[src/rtl/bram_s18_read_streamer_pkg.sv]
// Shared types and constants for the 18-bit-port block RAM read streamer.
package bram_s18_pkg;

  localparam int DEF_ADDR_W = 10;
  localparam int DEF_DATA_W = 16;
  localparam int DEF_PAR_W  = 2;

  localparam int FIFO_DEPTH = 3;
  localparam int FIFO_CNT_W = $clog2(FIFO_DEPTH + 1);
  localparam int FIFO_PTR_W = $clog2(FIFO_DEPTH);

  typedef enum logic [1:0] {
    IDLE  = 2'd0,
    RUN   = 2'd1,
    DRAIN = 2'd2
  } state_e;

endpackage

[src/rtl/bram_s18_read_streamer_capture_fifo.sv]
// Three-entry capture FIFO holding returned RAM words; the head entry drives the output stream.
module bram_s18_capture_fifo
  import bram_s18_pkg::*;
#(
  parameter int WIDTH = DEF_DATA_W + DEF_PAR_W + 1
) (
  input  logic                  clk,
  input  logic                  rst_n,
  input  logic                  push_i,
  input  logic [WIDTH-1:0]      push_data_i,
  input  logic                  pop_i,
  output logic [WIDTH-1:0]      head_o,
  output logic                  valid_o,
  output logic [FIFO_CNT_W-1:0] count_o
);

  logic [WIDTH-1:0]      mem_q [FIFO_DEPTH];
  logic [FIFO_PTR_W-1:0] wr_ptr_q, rd_ptr_q;
  logic [FIFO_CNT_W-1:0] count_q;
  logic                  do_push, do_pop;

  function automatic logic [FIFO_PTR_W-1:0] next_ptr(input logic [FIFO_PTR_W-1:0] p);
    return (p == FIFO_PTR_W'(FIFO_DEPTH - 1)) ? '0 : p + FIFO_PTR_W'(1);
  endfunction

  assign do_pop  = pop_i && (count_q != '0);
  assign do_push = push_i && ((count_q != FIFO_CNT_W'(FIFO_DEPTH)) || do_pop);

  // NOTE: the storage is reset too, so the stream data outputs read as zero while in reset.
  always_ff @(posedge clk or negedge rst_n) begin
    if (!rst_n) begin
      for (int i = 0; i < FIFO_DEPTH; i++) mem_q[i] <= '0;
      wr_ptr_q <= '0;
      rd_ptr_q <= '0;
      count_q  <= '0;
    end else begin
      if (do_push) begin
        mem_q[wr_ptr_q] <= push_data_i;
        wr_ptr_q        <= next_ptr(wr_ptr_q);
      end
      if (do_pop) rd_ptr_q <= next_ptr(rd_ptr_q);
      case ({do_push, do_pop})
        2'b10:   count_q <= count_q + FIFO_CNT_W'(1);
        2'b01:   count_q <= count_q - FIFO_CNT_W'(1);
        default: count_q <= count_q;
      endcase
    end
  end

  assign head_o  = mem_q[rd_ptr_q];
  assign valid_o = (count_q != '0);
  assign count_o = count_q;

endmodule

[src/rtl/bram_s18_read_streamer.sv]
// Streams cmd_len_i words from an 18-bit-port block RAM starting at cmd_base_i.
// Optional parity checking with sticky par_err_o: define BRAM_S18_READ_STREAMER_PARITY_CHK_EN.
module bram_s18_read_streamer
  import bram_s18_pkg::*;
#(
  parameter int ADDR_W = DEF_ADDR_W,
  parameter int DATA_W = DEF_DATA_W,
  parameter int PAR_W  = DEF_PAR_W
) (
  input  logic              clk,
  input  logic              rst_n,
  input  logic              cmd_valid_i,
  output logic              cmd_ready_o,
  input  logic [ADDR_W-1:0] cmd_base_i,
  input  logic [ADDR_W:0]   cmd_len_i,
  output logic              ram_en_o,
  output logic [ADDR_W-1:0] ram_addr_o,
  output logic              ram_we_o,
  output logic              ram_ssr_o,
  input  logic [DATA_W-1:0] ram_do_i,
  input  logic [PAR_W-1:0]  ram_dop_i,
  output logic              m_valid_o,
  input  logic              m_ready_i,
  output logic [DATA_W-1:0] m_data_o,
  output logic [PAR_W-1:0]  m_par_o,
  output logic              m_last_o,
  output logic              done_o
`ifdef BRAM_S18_READ_STREAMER_PARITY_CHK_EN
  ,
  output logic              par_err_o
`endif
);

  localparam int ENTRY_W = DATA_W + PAR_W + 1;
  localparam int OCC_W   = FIFO_CNT_W + 1;

  state_e                state_q, state_d;
  logic [ADDR_W-1:0]     addr_q, addr_d;
  logic [ADDR_W:0]       rem_q, rem_d;
  logic                  done_q, done_d;
  logic                  inflight_q, inflight_last_q;
  logic [FIFO_CNT_W-1:0] fifo_count;
  logic [OCC_W-1:0]      occupancy;
  logic [ENTRY_W-1:0]    fifo_head;
  logic                  accept, issue, last_issue, consume;

  assign cmd_ready_o = (state_q == IDLE);
  assign accept      = cmd_valid_i & cmd_ready_o;
  assign consume     = m_valid_o & m_ready_i;

  // Words already captured plus the one returning this cycle must leave room for a new read.
  assign occupancy  = OCC_W'(fifo_count) + OCC_W'(inflight_q);
  assign issue      = (state_q == RUN) && (rem_q != '0) && (occupancy < OCC_W'(FIFO_DEPTH));
  assign last_issue = issue && (rem_q == (ADDR_W+1)'(1));

  // NOTE: every next-state variable gets a default first, so no path leaves one unassigned (no latch).
  always_comb begin
    state_d = state_q;
    addr_d  = addr_q;
    rem_d   = rem_q;
    done_d  = 1'b0;
    case (state_q)
      IDLE: begin
        if (accept) begin
          addr_d = cmd_base_i;
          rem_d  = cmd_len_i;
          if (cmd_len_i == '0) done_d  = 1'b1;
          else                 state_d = RUN;
        end
      end
      RUN: begin
        if (issue) begin
          addr_d = addr_q + ADDR_W'(1);
          rem_d  = rem_q - (ADDR_W+1)'(1);
          if (last_issue) state_d = DRAIN;
        end
      end
      DRAIN: begin
        if (consume && m_last_o) begin
          state_d = IDLE;
          done_d  = 1'b1;
        end
      end
      default: state_d = IDLE;
    endcase
  end

  // NOTE: state registers use non-blocking assignments so all flops update from pre-edge values.
  always_ff @(posedge clk or negedge rst_n) begin
    if (!rst_n) begin
      state_q         <= IDLE;
      addr_q          <= '0;
      rem_q           <= '0;
      done_q          <= 1'b0;
      inflight_q      <= 1'b0;
      inflight_last_q <= 1'b0;
    end else begin
      state_q         <= state_d;
      addr_q          <= addr_d;
      rem_q           <= rem_d;
      done_q          <= done_d;
      inflight_q      <= issue;
      inflight_last_q <= last_issue;
    end
  end

  assign ram_en_o   = issue;
  assign ram_addr_o = addr_q;
  assign ram_we_o   = 1'b0;
  assign ram_ssr_o  = 1'b0;
  assign done_o     = done_q;

  bram_s18_capture_fifo #(
    .WIDTH(ENTRY_W)
  ) u_fifo (
    .clk        (clk),
    .rst_n      (rst_n),
    .push_i     (inflight_q),
    .push_data_i({inflight_last_q, ram_dop_i, ram_do_i}),
    .pop_i      (consume),
    .head_o     (fifo_head),
    .valid_o    (m_valid_o),
    .count_o    (fifo_count)
  );

  assign {m_last_o, m_par_o, m_data_o} = fifo_head;

`ifdef BRAM_S18_READ_STREAMER_PARITY_CHK_EN
  logic par_err_q;
  logic par_bad;

  always_comb begin
    par_bad = 1'b0;
    for (int i = 0; i < PAR_W; i++) begin
      if (m_par_o[i] != ^m_data_o[8*i +: 8]) par_bad = 1'b1;
    end
  end

  // Sticky until the next command is accepted.
  always_ff @(posedge clk or negedge rst_n) begin
    if (!rst_n)                 par_err_q <= 1'b0;
    else if (accept)            par_err_q <= 1'b0;
    else if (consume & par_bad) par_err_q <= 1'b1;
  end

  assign par_err_o = par_err_q;
`endif

endmodule
[config.mk]
export PLATFORM = sky130hd
export DESIGN_NAME = bram_s18_read_streamer
export DESIGN_NICKNAME = d
export VERILOG_FILES = /design/src/rtl/bram_s18_read_streamer_pkg.sv /design/src/rtl/bram_s18_read_streamer_capture_fifo.sv /design/src/rtl/bram_s18_read_streamer.sv
export SDC_FILE = /design/constraint.sdc
export NUM_CORES = 1
export LEC_CHECK = 0
export CAP_MARGIN = 20
export CORE_MARGIN = 3
export CORE_UTILIZATION = 53
export CTS_CLUSTER_SIZE = 8
export DETAILED_ROUTE_END_ITERATION = 7
export GPL_ROUTABILITY_DRIVEN = 1
export PLACE_DENSITY = 0.77
export REMOVE_ABC_BUFFERS = 1
export SLEW_MARGIN = 20
export SYNTH_ARGS = -nofsm -noshare
export SYNTH_HDL_FRONTEND = slang
export SYNTH_HIERARCHICAL = 1
export SYNTH_SLANG_ARGS = --single-unit
export TNS_END_PERCENT = 10
[constraint.sdc]
create_clock -name clk -period 2.6 [get_ports clk]
set_input_delay 0.39 -clock clk [delete_from_list [all_inputs] [get_ports clk]]
set_output_delay 0.39 -clock clk [all_outputs]
set_load 0.005 [all_outputs]
==> results of run 1 <==
flip-flops by register name (all words and copies together) (netlist names):
signal,cells
done_o,1
inflight_q,1
u_fifo/wr_ptr_q,2
state_q,2
u_fifo/rd_ptr_q,2
u_fifo/count_o,2
u_fifo/mem_q,57
ram_addr_o,10
inflight_last_q,1
rem_q,11
repair_timing:
action / in CTS / in global routing
buffers inserted: 4 / 0
resized for setup: 4 / 1
hold buffers: 0 / 0
pin swaps: 1 / 0
endpoints found under the setup margin: 1 / 1
cell type report:
cell class / instances / share of cell area, %
Tap cell: 105 / 2.31
Multi-Input combinational cell: 283 / 37.8
Timing Repair Buffer: 97 / 16.5
Clock buffer: 9 / 2.18
Inverter: 7 / 0.462
Clock inverter: 7 / 1.48
Sequential cell: 89 / 39.2
worst max-delay path by stage:
stage | from | slack (ns) | cells after the start | endpoint
final | rem_q[6] | 0.16 | 3 | ram_en_o
after global routing | rem_q[6] | 0.08 | 3 | ram_en_o
after CTS | u_fifo/rd_ptr_q[0] | 0.04 | 6 | m_last_o
after detailed placement | u_fifo/count_o[0] | 0.23 | 6 | ram_en_o
after global placement | u_fifo/count_o[0] | 0.25 | 6 | ram_en_o
after floorplan | state_q[0] | 0.1 | 4 | ram_addr_o[5]
logic make-up after synthesis:
kind of cell             share of synthesized area (%)
flip-flops                                        48.7
buffers and inverters                             4.54
adder cells (fa/ha/maj)                           1.92
AO/OA/AOI/OAI                                     12.6
multiplexers                                      19.8
other                                           0.0820
XOR/XNOR                                         0.575
AND/OR/NAND/NOR                                   11.8
report_power, final:
part | total (mW) | internal, mW | switching (mW)
clock network | 0.990 | 0.465 | 0.525
registers | 2.52 | 2.06 | 0.459
logic | 4.00 | 2.22 | 1.78
worst max-delay path, cell delays in order, from the launching register on:
cell           delay (ns)
dfrtp_1              0.41
or4_1                0.65
o31a_1               0.37
dlygate4sd2_1        0.28
stage by stage:
step                setup slack (ns)  util (%)  hold WS [ns]  cells  total power, mW
floorplan                     0.0969         -        0.0944    379             4.81
global placement               0.255      65.5         0.435    577             6.32
detailed placement             0.231      65.5         0.435    577             6.46
CTS                           0.0398      68.4        0.0425    597             7.55
global route                  0.0807      68.5        0.0615    597             8.06
finish                         0.156      68.5        0.0208    597             7.51
cells in the mapped netlist, drive strengths merged, types with 2 or more instances:
master  number
and2         6
buf         16
o31ai       10
inv          7
nand2b       4
a22oi        5
o211ai       2
nor2b        2
nand2       28
o22a         5
nor3        13
mux2i       21
dfrtp       89
a21oi       12
nor2        23
a21o         2
or4          4
and4         3
and4b        2
o21ai       32
ha           7
nor4         5
nor3b        2
o21a         2
clkbuf      12
or2          2
and3         2
nand3        4
xnor2        2
a31oi        9
mux2        58
a41oi        3
o31a         2
routing by layer:
metal | up-vias | track usage (%)
li1 | 1633 | -
met1 | 1694 | 28.2
met2 | 97 | 33.3
met3 | 5 | 3.18
met4 | 0 | 5.36
met5 | - | 0
layout by cell type, fill, tap and decap left out, types with 5 or more instances in the layout:
cell type / n
clkbuf_8: 9
o21ai_1: 10
o22a_1: 5
o31ai_1: 10
buf_4: 21
clkdlybuf4s50_1: 72
nor3_1: 13
inv_1: 7
mux2_2: 47
mux2i_1: 21
ha_1: 7
nand2_1: 28
nor2_1: 22
mux2_4: 11
dfrtp_1: 88
a22oi_1: 5
a31oi_1: 9
and2_1: 5
a21oi_1: 11
o21ai_0: 22
==> flow_summary_export.csv, run 1 <==
group,metric,value,unit
floorplan,dieWidth,98.9,um
layout,multiInputGateArea,2150,sq um
layout,fill_cells,614,
worst_setup_path,critPathCaptureType,"output pin",
min_path,hold_path.class,"input pin to asynchronous set/reset pin",
global_routing,grt_max_degree,48,
logic_synthesis,ys_seq_area_share,48.7,%
sta,hold_violations,0,
detailed_routing,met3_length,458,um
clocking,clock_latency,0.35,ns
global_routing,first_global_vias,3454,
clocking,cts_sinks,89,
sta,tns,0,ns
worst_setup_path,cp.arrival,2.05,ns
worst_setup_path,r2r_start,"u_fifo/count_o[0]",
layout,nets,537,
job,max-cap-violations,0,
power_and_ir_drop,leakagePower,2.41,nW
detailed_routing,vias,3429,
logic_synthesis,yosysUniqueCellTypes,53,
detailed_routing,detail-route-antenna-nets,0,
clocking,cts_tree,"built",
placement,place_area,5430,sq um
clocking,cts_htree_levels,3,
logic_synthesis,ys_ff_latch,89,
sta,slew-limit-headroom,59.8,%
logic_synthesis,synthesis.area,4570,sq um
layout,area_growth,24.3,%
placement,io_buffer_count,75,
logic_synthesis,netlist.area_leader.share,48.7,%
detailed_routing,wl_per_cell,16.2,um
layout,drive_gt1_share,22.2,%
sta,fmax,409,MHz
logic_synthesis,netlist_instances,406,
sta,setup_viol,0,
layout,regArea,2230,sq um
clocking,clk_pin_slew,0.10,ns
layout,stdcell_area,5680,sq um
global_routing,grt_overflow,0,
sta,tightest_slew,0.604,ns
detailed_routing,drc,0,
logic_synthesis,synth_warnings,6,
detailed_routing,vias_per_cell,5.74,
detailed_routing,drt_iter0_drc,129,
worst_setup_path,worstSetupPathType,"flip-flop to output pin",
sta,finalCriticalPeriod,2.44,ns
logic_synthesis,synth_edf_count,0,
outcome,status,"finished clean",
clocking,cts_buffers,9,
sta,rsz0062_at_grt,"no",
detailed_routing,first_pass_iters,4,
worst_setup_path,cp_max_fo,5,
detailed_routing,routed-wl-met2,4660,um
detailed_routing,drt_wl_total,9650,um
power_and_ir_drop,power_per_cell_area,1320,nW/um^2
floorplan,rows,33,
worst_setup_path,required,2.21,ns
clocking,root_buffer,"clkbuf_8",
floorplan,die_h,98.9,um
floorplan,die_area,9780,sq um
logic_synthesis,synthArstFlopShare,100,%
placement,gp_congestion,0.845,
clocking,cts_max_path_buffers,2,
power_and_ir_drop,vdd_drop_max,0.000671,V
logic_synthesis,synth_top_cell_by_area,"dfrtp_1",
global_routing,antenna_found_initial,0,
logic_synthesis,avgSynthCellArea,11.3,sq um
placement,hpwl,6850,um
detailed_routing,routed.top_layer,"met4",
sta,drv_slew,0,
logic_synthesis,synthFlopType,"dfrtp_1",
worst_setup_path,worstRegToRegCells,6,
logic_synthesis,synth.area.top_cells,"dfrtp_1 (49%), mux2_2 (12%), mux2i_1 (4.6%), mux2_4 (3.6%), o21ai_0 (2.4%)",
floorplan,io_pins,78,
global_routing,grt_pass1_wl,16300,um
floorplan,core_area,8300,sq um
sta,finalClockSkew,0.0107,ns
detailed_routing,met1_length,4480,um
sta,period_share,94.0,%
floorplan,start_util,55.1,%
global_routing,grt_util_all_layers,20.3,%
worst_setup_path,r2r_slack,0.41,ns
worst_setup_path,r2r_end,"u_fifo/mem_q[34]",
layout,n_antenna_cell,0,
worst_setup_path,worstSetupStartpointType,"flip-flop",
Power figures use the tool's default switching activity.
==> run 2: changes to the inputs <==
--- a/config.mk
+++ b/config.mk
@@ -7,11 +7,12 @@
 export LEC_CHECK = 0
 export CAP_MARGIN = 20
 export CORE_MARGIN = 3
-export CORE_UTILIZATION = 53
+export CORE_UTILIZATION = 57
+export CTS_CLUSTER_DIAMETER = 150
 export CTS_CLUSTER_SIZE = 8
 export DETAILED_ROUTE_END_ITERATION = 7
 export GPL_ROUTABILITY_DRIVEN = 1
-export PLACE_DENSITY = 0.77
+export PLACE_DENSITY = 0.82
 export REMOVE_ABC_BUFFERS = 1
 export SLEW_MARGIN = 20
 export SYNTH_ARGS = -nofsm -noshare
==> constraint.sdc (replaced) <==
create_clock -name clk -period 3.1 [get_ports clk]
set_input_delay 0.465 -clock clk [delete_from_list [all_inputs] [get_ports clk]]
set_output_delay 0.465 -clock clk [all_outputs]
set_load 0.005 [all_outputs]
==> run 2 against run 1 <==
Cell area shrank 1.3%. Via count is the same. Setup slack improved by 0.12 ns. Critical path depth grew 3. Utilization up 3.7 points. Sequential share of layout area increased by 0.50 points. Largest cell class unchanged. Final cell count decreased by 1.5%. Clock skew increased by 0.0048 ns. Clock-buffer cell count increased by 2.
==> flow_summary_export.csv, run 2 (synthesis results as in run 1) <==
group,metric,value,unit
sta,rsz0062_at_grt,"no",
placement,place_area,5400,sq um
layout,area_growth,22.6,%
layout,final_cells,588,
layout,drive_gt1_share,20.4,%
clocking,cts_htree_levels,3,
power_and_ir_drop,vdd_drop_max,0.000603,V
global_routing,grt_overflow,0,
detailed_routing,detail-route-antenna-nets,0,
worst_setup_path,path_cells,"ha_1 -> ha_1 -> a21oi_1 -> and2_1 -> o31a_1 -> clkdlybuf4s50_1",
worst_setup_path,cpLargestDelayFamily,"buffers and inverters",
power_and_ir_drop,power_per_cell_area,1110,nW/um^2
clocking,cts_buffers,9,
sta,tns,0,ns
worst_setup_path,required,2.63,ns
power_and_ir_drop,p_int,3.91,mW
global_routing,grt_util_all_layers,23.0,%
clocking,clock_latency,0.36,ns
floorplan,die_area,9130,sq um
global_routing,first_global_vias,3420,
power_and_ir_drop,leakagePower,2.35,nW
power_and_ir_drop,p_sw,2.30,mW
outcome,status,"finished clean",
placement,dp.cells,572,
detailed_routing,drt_iter0_drc,164,
power_and_ir_drop,p_comb_share,52.5,%
placement,hpwl,6880,um
clocking,root_buffer,"clkbuf_8",
worst_setup_path,cp_slowest_stage_delay,0.52,ns
sta,final.setup.worst_slack,0.277,ns
sta,fmax,354,MHz
worst_setup_path,critPathCaptureType,"output pin",
global_routing,grt_pass1_wl,16300,um
detailed_routing,drc,0,
power_and_ir_drop,power,6.21,mW
detailed_routing,first_pass_iters,5,
worst_setup_path,cp_common_cell,"ha_1",
sta,finalCriticalPeriod,2.82,ns
clocking,cts_tree,"built",
layout,stdcell_area,5610,sq um
job,max-cap-violations,0,
detailed_routing,drt_wl_total,10000,um
worst_setup_path,cp_max_fo,6,
global_routing,antenna_found_initial,0,
detailed_routing,vias,3429,
floorplan,rows,32,
placement,dp_slack,0.658,ns
global_routing,grt_max_degree,49,
layout,regMostFlops,"u_fifo/mem_q",
floorplan,die_h,95.6,um
layout,largest_reg_flops,57,
floorplan,dieWidth,95.6,um
placement,gp_congestion,0.855,
layout,mostFrequentLayoutCell,"dfrtp_1",
sta,tightest_slew,0.774,ns
clocking,cts_setup_buffers,0,
worst_setup_path,worstSetupPathType,"flip-flop to output pin",
clocking,clk_pin_slew,0.10,ns
layout,n_antenna_cell,0,
worst_setup_path,path_buf_inv,1,
floorplan,io_pins,78,
power_and_ir_drop,switching_share,37.0,%
clocking,cts_max_path_buffers,2,
clocking,cts_sinks,89,
detailed_routing,wl_per_cell,17.0,um
min_path,hold_path.class,"input pin to asynchronous set/reset pin",
clocking,cts_resized,0,
sta,hold_violations,0,
detailed_routing,vias_per_cell,5.83,
layout,nets,531,
worst_setup_path,worstSetupStartpointType,"flip-flop",
sta,slew-limit-headroom,48.4,%
sta,drv_slew,0,
worst_setup_path,cp.arrival,2.36,ns
sta,setup_viol,0,
sta,period_share,91.1,%
floorplan,core_area,7770,sq um
placement,io_buffer_count,75,
floorplan,start_util,58.9,%
power_and_ir_drop,power_frac_seq,34.3,%
power_and_ir_drop,clockPowerShare,13.2,%
sta,finalClockSkew,0.0154,ns
worst_setup_path,slowest_stage,"clkdlybuf4s50_1",
layout,fill_cells,571,
layout,mostFrequentLayoutCells,"dfrtp_1 (89), clkdlybuf4s50_1 (74), mux2_2 (47)",
clocking,postCtsHoldBufs,0,
==> run 2: final cells by class <==
| class | count | area, sq um | area share, % |
|---|---|---|---|
| clock buffers | 11 | 141 | 2.52 |
| clock inverters | 5 | 62.6 | 1.12 |
| inverters | 7 | 26.3 | 0.469 |
| multi-input cells | 283 | 2140 | 38.2 |
| flip-flops and latches | 89 | 2230 | 39.7 |
| well taps | 102 | 128 | 2.28 |
| repair buffers | 91 | 881 | 15.7 |
==> run 2: path summary, 6_finish.rpt <==
check | endpoint | slack [ns] | depth (start not counted) | startpoint
max | ram_en_o | 0.28 | 6 | u_fifo/count_o[0]
min | u_fifo/mem_q[2] | 0.07 | 1 | rst_n
max reg2reg | rem_q[0] | 0.64 | 5 | rem_q[3]
min reg2reg | u_fifo/mem_q[28] | 0.51 | 1 | u_fifo/mem_q[28]
max in group asynchronous | u_fifo/count_o[0] | 2.37 | 2 | rst_n
min in group clk | u_fifo/mem_q[28] | 0.51 | 1 | u_fifo/mem_q[28]
==> run 2: power by group through the flow <==
| stage | clock network, mW | registers (mW) | logic (mW) |
|---|---|---|---|
| 2_1_floorplan | 0 | 2.10 | 1.94 |
| 3_3_place_gp | 0 | 2.10 | 3.16 |
| 3_5_place_dp | 0 | 2.14 | 3.24 |
| 4_1_cts | 0.829 | 2.12 | 3.27 |
| 5_1_grt | 0.887 | 2.20 | 3.57 |
| 6_report | 0.820 | 2.13 | 3.26 |
==> run 2: per-layer routing <==
layer	vias to the layer above	track usage [%]	share of wire, %
li1	1627	-	-
met1	1673	29.6	43
met2	118	38.7	49
met3	11	4.89	6.4
met4	0	7.11	1.2
met5	-	0	0
==> run 2: through the flow <==
stage | hold WS [ns] | utilization [%]
after detailed placement | 0.487 | 69.6
after floorplan | 0.169 | -
final | 0.0716 | 72.2
after CTS | 0.0941 | 72.2
after global placement | 0.484 | 69.6
after global routing | 0.101 | 72.2
==> run 2: worst register-to-register path: cells and delay by family (launching register included) <==
| family | cells | cell delay, ns |
|---|---|---|
| DFF | 1 | 0.45 |
| buffers and inverters | 1 | 0.29 |
| and+or+nand+nor | 3 | 1.49 |
| AOI/OAI and AO/OA | 1 | 0.10 |
==> run 3: changes to the inputs <==
--- a/config.mk
+++ b/config.mk
@@ -8,7 +8,7 @@
 export CAP_MARGIN = 20
 export CORE_MARGIN = 3
 export CORE_UTILIZATION = 57
-export CTS_CLUSTER_DIAMETER = 150
+export CTS_CLUSTER_DIAMETER = 120
 export CTS_CLUSTER_SIZE = 8
 export DETAILED_ROUTE_END_ITERATION = 7
 export GPL_ROUTABILITY_DRIVEN = 1
==> results of run 3 <==
Same layout as run 2: the final DEF is identical, and so are final timing and power.
